$ cat src/rtl/alu_pipe.sv
`default_nettype none
// ============================================================================
//  Module      : alu_pipe
//  Description : Handshaked ALU. Single-cycle ops (add/sub/logic/shift/rotate)
//                load the output register at the accepting edge; MUL runs a
//                WIDTH-cycle shift-add sequence. Output is held under
//                backpressure. A sticky carry flag (cf) feeds ADC/SBB.
//  Revision    : 1.0 - initial release
// ============================================================================
module alu_pipe #(
   parameter int WIDTH  = 8,
   parameter int MUL_EN = 1
) (
   input  logic             clk,
   input  logic             rst,
   input  logic             in_valid,
   output logic             in_ready,
   input  logic [WIDTH-1:0] a,
   input  logic [WIDTH-1:0] b,
   input  logic [3:0]       op,
   output logic             out_valid,
   input  logic             out_ready,
   output logic [WIDTH-1:0] result,
   output logic             carry,
   output logic             zero,
   output logic             negative,
   output logic             overflow,
   output logic             busy
);

   localparam int CNT_W = $clog2(WIDTH);

   localparam logic [3:0] C_OP_ADD = 4'd0;
   localparam logic [3:0] C_OP_SUB = 4'd1;
   localparam logic [3:0] C_OP_AND = 4'd2;
   localparam logic [3:0] C_OP_OR  = 4'd3;
   localparam logic [3:0] C_OP_XOR = 4'd4;
   localparam logic [3:0] C_OP_NOT = 4'd5;
   localparam logic [3:0] C_OP_SHL = 4'd6;
   localparam logic [3:0] C_OP_SHR = 4'd7;
   localparam logic [3:0] C_OP_ADC = 4'd8;
   localparam logic [3:0] C_OP_SBB = 4'd9;
   localparam logic [3:0] C_OP_ASR = 4'd10;
   localparam logic [3:0] C_OP_ROL = 4'd11;
   localparam logic [3:0] C_OP_ROR = 4'd12;
   localparam logic [3:0] C_OP_MUL = 4'd13;

   typedef enum logic [0:0] {
      ST_IDLE    = 1'b0,
      ST_MUL_RUN = 1'b1
   } state_t;

   state_t               state_q, state_d;
   logic                 out_valid_q, out_valid_d;
   logic [WIDTH-1:0]     result_q, result_d;
   logic                 carry_q, carry_d;
   logic                 zero_q, zero_d;
   logic                 negative_q, negative_d;
   logic                 overflow_q, overflow_d;
   logic                 cf_q, cf_d;
   logic [2*WIDTH-1:0]   acc_q, acc_d;
   logic [2*WIDTH-1:0]   mcand_q, mcand_d;
   logic [WIDTH-1:0]     mplier_q, mplier_d;
   logic [CNT_W-1:0]     cnt_q, cnt_d;

   logic                 accept;
   logic                 is_mul;
   logic                 mul_done;
   logic [2*WIDTH-1:0]   mul_sum;
   logic [WIDTH:0]       sum_w;
   logic [WIDTH-1:0]     alu_res;
   logic                 alu_c;
   logic                 alu_v;
   logic                 load_en;
   logic [WIDTH-1:0]     load_res;
   logic                 load_c;
   logic                 load_v;

   assign in_ready = (state_q == ST_IDLE) && (!out_valid_q || out_ready);
   assign accept   = in_valid && in_ready;
   assign is_mul   = (MUL_EN != 0) && (op == C_OP_MUL);
   assign mul_sum  = acc_q + (mplier_q[0] ? mcand_q : '0);
   assign mul_done = (state_q == ST_MUL_RUN) && (cnt_q == CNT_W'(WIDTH - 1));

   // Single-cycle datapath; MUL and reserved codes fall to the all-zero default
   always_comb begin
      sum_w   = '0;
      alu_res = '0;
      alu_c   = 1'b0;
      alu_v   = 1'b0;
      case (op)
         C_OP_ADD, C_OP_ADC: begin
            sum_w   = {1'b0, a} + {1'b0, b}
                    + ((op == C_OP_ADC) ? {{WIDTH{1'b0}}, cf_q} : '0);
            alu_res = sum_w[WIDTH-1:0];
            alu_c   = sum_w[WIDTH];
            alu_v   = (a[WIDTH-1] == b[WIDTH-1]) && (alu_res[WIDTH-1] != a[WIDTH-1]);
         end
         C_OP_SUB, C_OP_SBB: begin
            // Bit WIDTH of the extended difference is the borrow
            sum_w   = {1'b0, a} - {1'b0, b}
                    - ((op == C_OP_SBB) ? {{WIDTH{1'b0}}, cf_q} : '0);
            alu_res = sum_w[WIDTH-1:0];
            alu_c   = sum_w[WIDTH];
            alu_v   = (a[WIDTH-1] != b[WIDTH-1]) && (alu_res[WIDTH-1] != a[WIDTH-1]);
         end
         C_OP_AND: alu_res = a & b;
         C_OP_OR:  alu_res = a | b;
         C_OP_XOR: alu_res = a ^ b;
         C_OP_NOT: alu_res = ~a;
         C_OP_SHL: begin
            alu_res = {a[WIDTH-2:0], 1'b0};
            alu_c   = a[WIDTH-1];
         end
         C_OP_SHR: begin
            alu_res = {1'b0, a[WIDTH-1:1]};
            alu_c   = a[0];
         end
         C_OP_ASR: begin
            alu_res = {a[WIDTH-1], a[WIDTH-1:1]};
            alu_c   = a[0];
         end
         C_OP_ROL: begin
            alu_res = {a[WIDTH-2:0], a[WIDTH-1]};
            alu_c   = a[WIDTH-1];
         end
         C_OP_ROR: begin
            alu_res = {a[0], a[WIDTH-1:1]};
            alu_c   = a[0];
         end
         default: begin
            alu_res = '0;
         end
      endcase
   end

   // Sequencing: multiply iterations, output-register load and handshake
   always_comb begin
      state_d     = state_q;
      out_valid_d = out_valid_q;
      result_d    = result_q;
      carry_d     = carry_q;
      zero_d      = zero_q;
      negative_d  = negative_q;
      overflow_d  = overflow_q;
      cf_d        = cf_q;
      acc_d       = acc_q;
      mcand_d     = mcand_q;
      mplier_d    = mplier_q;
      cnt_d       = cnt_q;
      load_en     = 1'b0;
      load_res    = alu_res;
      load_c      = alu_c;
      load_v      = alu_v;

      if (out_valid_q && out_ready) begin
         out_valid_d = 1'b0;
      end

      if (state_q == ST_MUL_RUN) begin
         acc_d    = mul_sum;
         mcand_d  = mcand_q << 1;
         mplier_d = mplier_q >> 1;
         cnt_d    = cnt_q + CNT_W'(1);
         if (mul_done) begin
            state_d  = ST_IDLE;
            load_en  = 1'b1;
            load_res = mul_sum[WIDTH-1:0];
            load_c   = |mul_sum[2*WIDTH-1:WIDTH];
            load_v   = 1'b0;
         end
      end else if (accept) begin
         if (is_mul) begin
            state_d  = ST_MUL_RUN;
            acc_d    = '0;
            mcand_d  = {{WIDTH{1'b0}}, a};
            mplier_d = b;
            cnt_d    = '0;
         end else begin
            load_en = 1'b1;
         end
      end

      if (load_en) begin
         out_valid_d = 1'b1;
         result_d    = load_res;
         carry_d     = load_c;
         zero_d      = (load_res == '0);
         negative_d  = load_res[WIDTH-1];
         overflow_d  = load_v;
         cf_d        = load_c;
      end
   end

   // State registers with synchronous reset
   always_ff @(posedge clk) begin
      if (rst) begin
         state_q     <= ST_IDLE;
         out_valid_q <= 1'b0;
         result_q    <= '0;
         carry_q     <= 1'b0;
         zero_q      <= 1'b0;
         negative_q  <= 1'b0;
         overflow_q  <= 1'b0;
         cf_q        <= 1'b0;
         acc_q       <= '0;
         mcand_q     <= '0;
         mplier_q    <= '0;
         cnt_q       <= '0;
      end else begin
         state_q     <= state_d;
         out_valid_q <= out_valid_d;
         result_q    <= result_d;
         carry_q     <= carry_d;
         zero_q      <= zero_d;
         negative_q  <= negative_d;
         overflow_q  <= overflow_d;
         cf_q        <= cf_d;
         acc_q       <= acc_d;
         mcand_q     <= mcand_d;
         mplier_q    <= mplier_d;
         cnt_q       <= cnt_d;
      end
   end

   assign out_valid = out_valid_q;
   assign result    = result_q;
   assign carry     = carry_q;
   assign zero      = zero_q;
   assign negative  = negative_q;
   assign overflow  = overflow_q;
   assign busy      = (state_q == ST_MUL_RUN);

endmodule
`default_nettype wire

$ cat config.mk
export PLATFORM = sky130hd
export DESIGN_NAME = alu_pipe
export DESIGN_NICKNAME = d
export VERILOG_FILES = /design/src/rtl/alu_pipe.sv
export SDC_FILE = /design/constraint.sdc
export NUM_CORES = 1
export LEC_CHECK = 0
export ABC_CLOCK_PERIOD_IN_PS = 7900
export BUFFER_PORTS_ARGS = -buffer_cell sky130_fd_sc_hd__buf_2
export CAP_MARGIN = 20
export CELL_PAD_IN_SITES_DETAIL_PLACEMENT = 0
export CELL_PAD_IN_SITES_GLOBAL_PLACEMENT = 1
export CORE_AREA = 2 2 106 108
export DETAILED_ROUTE_END_ITERATION = 12
export DIE_AREA = 0 0 108 110
export PLACE_DENSITY_LB_ADDON = 0.1
export RECOVER_POWER = 25
export SYNTH_ARGS = -nofsm -noshare
export SYNTH_HDL_FRONTEND = slang
export SYNTH_SLANG_ARGS = --single-unit
$ cat constraint.sdc
create_clock -name clk -period 7.9 [get_ports clk]
set_clock_uncertainty 0.05 [all_clocks]
set_input_delay 0.79 -clock clk [delete_from_list [all_inputs] [get_ports clk]]
set_output_delay 0.79 -clock clk [all_outputs]
set_load 0.01 [all_outputs]
### After elaboration in Yosys (flattened, before gate mapping)

Index checks and enable logic that the tools add are counted.
W data, S select, Z words.

| word-level totals | value |
|---|---|
| register bits after elaboration | 57 |
| input port bits | 24 |
| output and inout port bits | 15 |
| word-level logic and storage cells | 97 |

| operators by class | value |
|---|---|
| add/subtract/negate cells | 6 |
| eq/ne operators | 18 |
| multiplexer cells | 34 |
| bitwise logic cells | 5 |
| reductions and logical operators | 21 |

Operators with widths:

| kind | count |
|---|---|
| $mux W16 | 7 |
| $pmux W8 S11 | 1 |
| $eq A4 B4 Y1 const B | 6 |
| $mux W7 | 3 |
| $add A16 B16 Y16 | 1 |
| $eq A4 B3 Y1 const B | 4 |
| $mux W1 | 16 |
| $mux W8 | 2 |
| $add A8 B8 Y9 | 1 |
| $add A9 B1 Y9 | 1 |
| $mux W3 | 3 |
| $sub A8 B8 Y9 | 1 |
| $sub A9 B1 Y9 | 1 |
| $and A8 B8 Y8 | 1 |
| $eq A4 B2 Y1 const B | 2 |
| $logic_not A8 Y1 | 1 |
| $not A8 Y8 | 1 |
| $or A8 B8 Y8 | 1 |
| $reduce_or A2 Y1 | 4 |
| $reduce_or A8 Y1 | 1 |
| $xor A8 B8 Y8 | 1 |
| $logic_and A1 B1 Y1 | 6 |
| $reduce_bool A2 Y1 | 3 |
| $eq A4 B1 Y1 const B | 1 |
| 12 further kinds | 15 |

### Logic depth before layout (Yosys ltp)

| depth | value |
|---|---|
| depth after elaboration | 8 |
| gate-level depth with buffers | 16 |
| depth with buffers taken out | 14 |

### Worst setup path before layout

Ideal clock, no wire load.

| timing path | value |
|---|---|
| kind | in2reg |
| start | in op[0] |
| end | reg zero_q (netlist: zero) |
| library setup time | 0.084 ns |
| arrival | 3.855 ns |
| data required time | 7.766 ns |
| slack | 3.911 ns |
| stages | 16 |
| path buffers | 4 |
| cell sequence | buf_2 > buf_4 > buf_2 > buf_1 > nand2_1 > fa_1 > inv_1 > ha_1 > o21ai_1 > a211oi_1 > a21o_1 > a21oi_2 > xnor2_1 > a221o_1 > a221o_1 > o31ai_2 |

| between the ends | value |
|---|---|
| word-level cells in the longest chain between the ends | 7 |
| elaborated cells between the ends (all ways) | 27 |

RTL lines:

| item | line | text |
|---|---|---|
| start, declared | 20 | `input logic [3:0] op,` |
| $eq A4 B4 Y1, on equally long branches | 91, 102, 94 |  |
| $mux W1, on equally long branches | 102, 94 |  |
| $sub A9 B1 Y9 / $add A9 B1 Y9 (equally long branches) | 102, 94 |  |
| $pmux W8 S11 | 91 | `case (op)` |
| $mux W8 | 165 | `if (mul_done) begin` |
| $mux W8 | 160 | `if (state_q == ST_MUL_RUN) begin` |
| $logic_not A8 Y1 | 188 | `zero_d = (load_res == '0);` |
| end signal, assigned | 215 | `zero_q <= zero_d;` |
| end, declared | 57 | `logic zero_q, zero_d;` |

Parallel ways exist; a longest one is shown, timed or not.
A chain may end at the register's enable or synchronous reset.

### Worst setup path after layout

| timing path | value |
|---|---|
| start | reg state_q (netlist: busy) |
| end | reg acc_q[8] |

| between the ends | value |
|---|---|
| word-level cells in the longest chain between the ends | 5 |
| elaborated cells between the ends (all ways) | 7 |

RTL lines:

| item | line | text |
|---|---|---|
| start, declared | 53 | `state_t state_q, state_d;` |
| start signal, assigned | 211 | `state_q <= state_d;` |
| $not A1 Y1 | 79 | `assign in_ready = (state_q == ST_IDLE) && (!out_valid_q \|\| out_ready);` |
| $logic_and A1 B1 Y1 | 79 |  |
| $logic_and A1 B1 Y1 | 80 | `assign accept = in_valid && in_ready;` |
| $reduce_bool A2 Y1 (no source line) | n/a |  |
| $reduce_and A2 Y1 (no source line) | n/a |  |
| end signal, assigned | 206 | `acc_q <= '0;` |
| end signal, assigned | 219 | `acc_q <= acc_d;` |
| end, declared | 61 | `logic [2*WIDTH-1:0] acc_q, acc_d;` |

Parallel ways exist; a longest one is shown, timed or not.

==> results.sh <==
export IMPL_final_antenna_net_count=0
export IMPL_clk_transition_reported_paths_ps=100
export IMPL_holdWs_ps=413.6
export IMPL_clock_tree_htree_level_count=2
export IMPL_gr_total_overflow=0
export IMPL_synth_seq_area_share=0.2391
export IMPL_leakagePower_nw=2.033
export IMPL_timing_critical_path_from_type="flop"
export IMPL_share_seq_of_total_power=0.442
export IMPL_grt_antenna_before_repair=0
export IMPL_tns_ps=0
export IMPL_cts_tree="built"
export IMPL_post_dp_hpwl_microns=10240
export IMPL_die_area_sq_um=11880
export IMPL_synth_ff_type="dfxtp_1"
export IMPL_slowest_delay_ps=1970
export IMPL_chipWidth_microns=108
export IMPL_cts_repair_resize_count=0
export IMPL_power_combinational_fraction=0.262
export IMPL_detailed_place_area_sq_um=4922
export IMPL_finalInstanceArea_sq_um=5007
export IMPL_tritoncts_num_sinks=56
export IMPL_postSynthNetCount=684
export IMPL_area_delta_synth_final_pct=6.805
export IMPL_worstSetupStartpoint="busy"
export IMPL_initial_utilization=0.4382
export IMPL_ctsLongestPathBuffers=2
export IMPL_power_report_internal_total_uw=449.0
export IMPL_crit_path_cell_trace="clkbuf_1, a21oi_1, nand2_1, nor2_2, clkbuf_1, nor2_1, buf_4, a22oi_1, nor2_1"
export IMPL_drt_pre_antenna_iters=4
export IMPL_power_switching_fraction=0.3221
export IMPL_grt_total_usage=0.2385
export IMPL_place_detailed_instances=752
export IMPL_vias=4379
export IMPL_cts_buffers_inserted=5
export IMPL_critical_path_reg2reg_endpoint="acc_q[8]"
export IMPL_power_density_cell_area_nw_per_um2=132.3
export IMPL_ctsHoldBuffers=0
export IMPL_nets=695
export IMPL_finalCritPeriodShare=0.6027
export IMPL_boundaryPins=39
export IMPL_worstPathMaxFanout=66
export IMPL_post_synth_inst_count=608
export IMPL_drt_total_wl_microns=13720
export IMPL_most_common_layout_cells="nor2_1 (73), a21oi_1 (65), dfxtp_1 (56), ha_1 (47), nand2_1 (41)"
export IMPL_crit_buf_inv=3
export IMPL_source_of_the_worst_register_to_register_timing_path="busy"
export IMPL_worst_hold_path_endpoint="mplier_q[3]"
export IMPL_clk_latency_ps=330
export IMPL_max_cap_violations=2
export IMPL_worst_setup_path_type="reg -> reg"
export IMPL_synth_avg_cell_area_sq_um=7.711
export IMPL_fp_dieH_microns=110
export IMPL_yosysWarnings=0
export IMPL_cts_root_buf="clkbuf_8"
export IMPL_buffer_ports_inserted=38
export IMPL_insertedDiodeCount=0
export IMPL_wl_per_cell_microns=18.05
export IMPL_final_hold_viol_count=0
export IMPL_layout_cells_most_common="nor2_1"
export IMPL_crit_arrival_ps=4970
export IMPL_timing_max_slew_rel_slack=-0.8614
export IMPL_setup_viol_count_final=0
export IMPL_drc=0
export IMPL_routability_congestion_estimate=0.9639
export IMPL_grt_first_pass_wirelength_microns=21720
export IMPL_min_from="mplier_q[3]"
export IMPL_postCtsSetupBuffers=0
export IMPL_violations_in_the_final_reports="max-capacitance violations, max-slew violations"
export IMPL_drt_vias_per_instance=5.762
export IMPL_post_synth_num_cell_types=64
export IMPL_fillers=1116
export IMPL_worstSetupEndpointType="flop"
export IMPL_first_global_vias=3963
export IMPL_final_instance_count_excl_fill=760
export IMPL_post_route_min_period_ps=4761
export IMPL_unrepaired_setup_endpoints_after_global_routing="no"
export IMPL_initialDrtViolationCount=317
export IMPL_hold_depth=2
export IMPL_final_max_slew_viol_count=106
export IMPL_tightest_slew_ps=2792
export IMPL_design_core_area_sq_um=10700
export IMPL_power_total_uw=662.4
export IMPL_finalCoreUtilization=0.4681
export IMPL_net_switching_power_uw=213.4
export IMPL_regToRegSetupSlack_ps=3140
export IMPL_clock_power_share=0.296
export IMPL_clock_fmax_mhz=210.0
export IMPL_postSynthRegisterBits=56
export IMPL_hold_path_class="reg -> reg"
export IMPL_cell_family_with_most_cp_delay="buffers and inverters"
export IMPL_largest_net_degree_at_the_start_of_global_routing=67
export IMPL_outcome="complete, but fails checks"
export IMPL_cp_required_ps=8110
export IMPL_worst_path_stages=9
export IMPL_placementRows=38
export IMPL_place_ws_ps=3589
export IMPL_synth_edf_count=0
export IMPL_critical_path_slowest_cell="clkbuf_1"
export IMPL_reg2regPathDepth=9
export IMPL_fin_ws_ps=3139
export IMPL_synth_async_sr_flop_share=0
export IMPL_vdd_drop_max_mv=0.1376
export IMPL_netlist_area_sq_um=4688
export IMPL_layout_drive_gt1_share=0.06774
kinds of logic (layout without fill, tap and decap cells):
logic type | after synthesis | after routing | share of synthesized area
adders and majority gates | 52 | 52 | 0.1468
buffers and inverters | 70 | 82 | 0.06005
DFF | 56 | 56 | 0.2391
AOI/OAI and AO/OA | 191 | 191 | 0.2701
xor gates and xnor gates | 26 | 26 | 0.05151
and+or+nand+nor | 205 | 205 | 0.2151
muxes | 8 | 8 | 0.01735
cell usage after synthesis, types with 4 or more instances:
master | n | area share
nor2_1 | 74 | 0.059
a21oi_1 | 65 | 0.069
dfxtp_1 | 56 | 0.24
ha_1 | 47 | 0.13
nand2_1 | 41 | 0.033
inv_1 | 31 | 0.025
a22oi_1 | 25 | 0.040
nor3b_1 | 21 | 0.034
clkbuf_1 | 19 | 0.015
and2_1 | 17 | 0.023
o21ai_0 | 16 | 0.017
xnor2_1 | 16 | 0.030
nor3_1 | 15 | 0.016
nor2b_1 | 10 | 0.013
a211oi_1 | 9 | 0.014
buf_2 | 9 | 0.0096
nand3_1 | 9 | 0.0096
o21a_1 | 9 | 0.014
xor2_1 | 9 | 0.017
o21ai_1 | 8 | 0.0085
a21o_1 | 7 | 0.011
buf_1 | 7 | 0.0056
mux2i_1 | 7 | 0.015
fa_1 | 5 | 0.021
o211ai_1 | 5 | 0.0080
a31oi_1 | 4 | 0.0053
o22ai_1 | 4 | 0.0053
or3_1 | 4 | 0.0053
metal layers:
metal / vias to the layer above / track usage / part of all wire
met4: 0 / 0.07143 / 0.022
met3: 17 / 0.03527 / 0.044
met2: 114 / 0.3580 / 0.42
met1: 2049 / 0.3523 / 0.51
met5: - / 0 / 0
li1: 2199 / - / -
sequential cells by signal, summed over array words and instances, names as in the netlist:
register and count:
overflow 1, cnt_q 3, mcand_q 16, out_valid 1
busy 1, cf_q 1, mplier_q 8, zero 1
result 8, acc_q 16
final cells by class:
| cell class | count | area, sq um | area share |
|---|---|---|---|
| timing repair buffer | 41 | 187.7 | 0.03748 |
| multi-input combinational | 482 | 3288 | 0.6567 |
| inverter | 33 | 123.9 | 0.02474 |
| clock inverter | 3 | 42.54 | 0.008496 |
| sequential | 56 | 1121 | 0.2239 |
| tap | 140 | 175.2 | 0.03498 |
| clock buffer | 5 | 68.82 | 0.01374 |
worst min-delay path: stages (launching register included):
cell and delay (ps):
dfxtp_1 320, nand2_1 50, a21oi_1 50
power groups by stage:
stage | Combinational (mW) | Clock (mW) | Sequential [mW]
floorplan | 0.121 | 0 | 0.300
global placement | 0.173 | 0 | 0.298
detailed placement | 0.173 | 0 | 0.299
CTS | 0.174 | 0.201 | 0.292
global route | 0.192 | 0.209 | 0.293
finish | 0.174 | 0.196 | 0.292
worst max-delay path by stage:
stage                           to  slack, ps
after floorplan               zero       3910
after detailed placement      zero       3590
final                     acc_q[8]       3140
after global placement        zero       3710
after CTS                     zero       3930
after global routing      acc_q[8]       2650
Power figures use the tool's default switching activity.
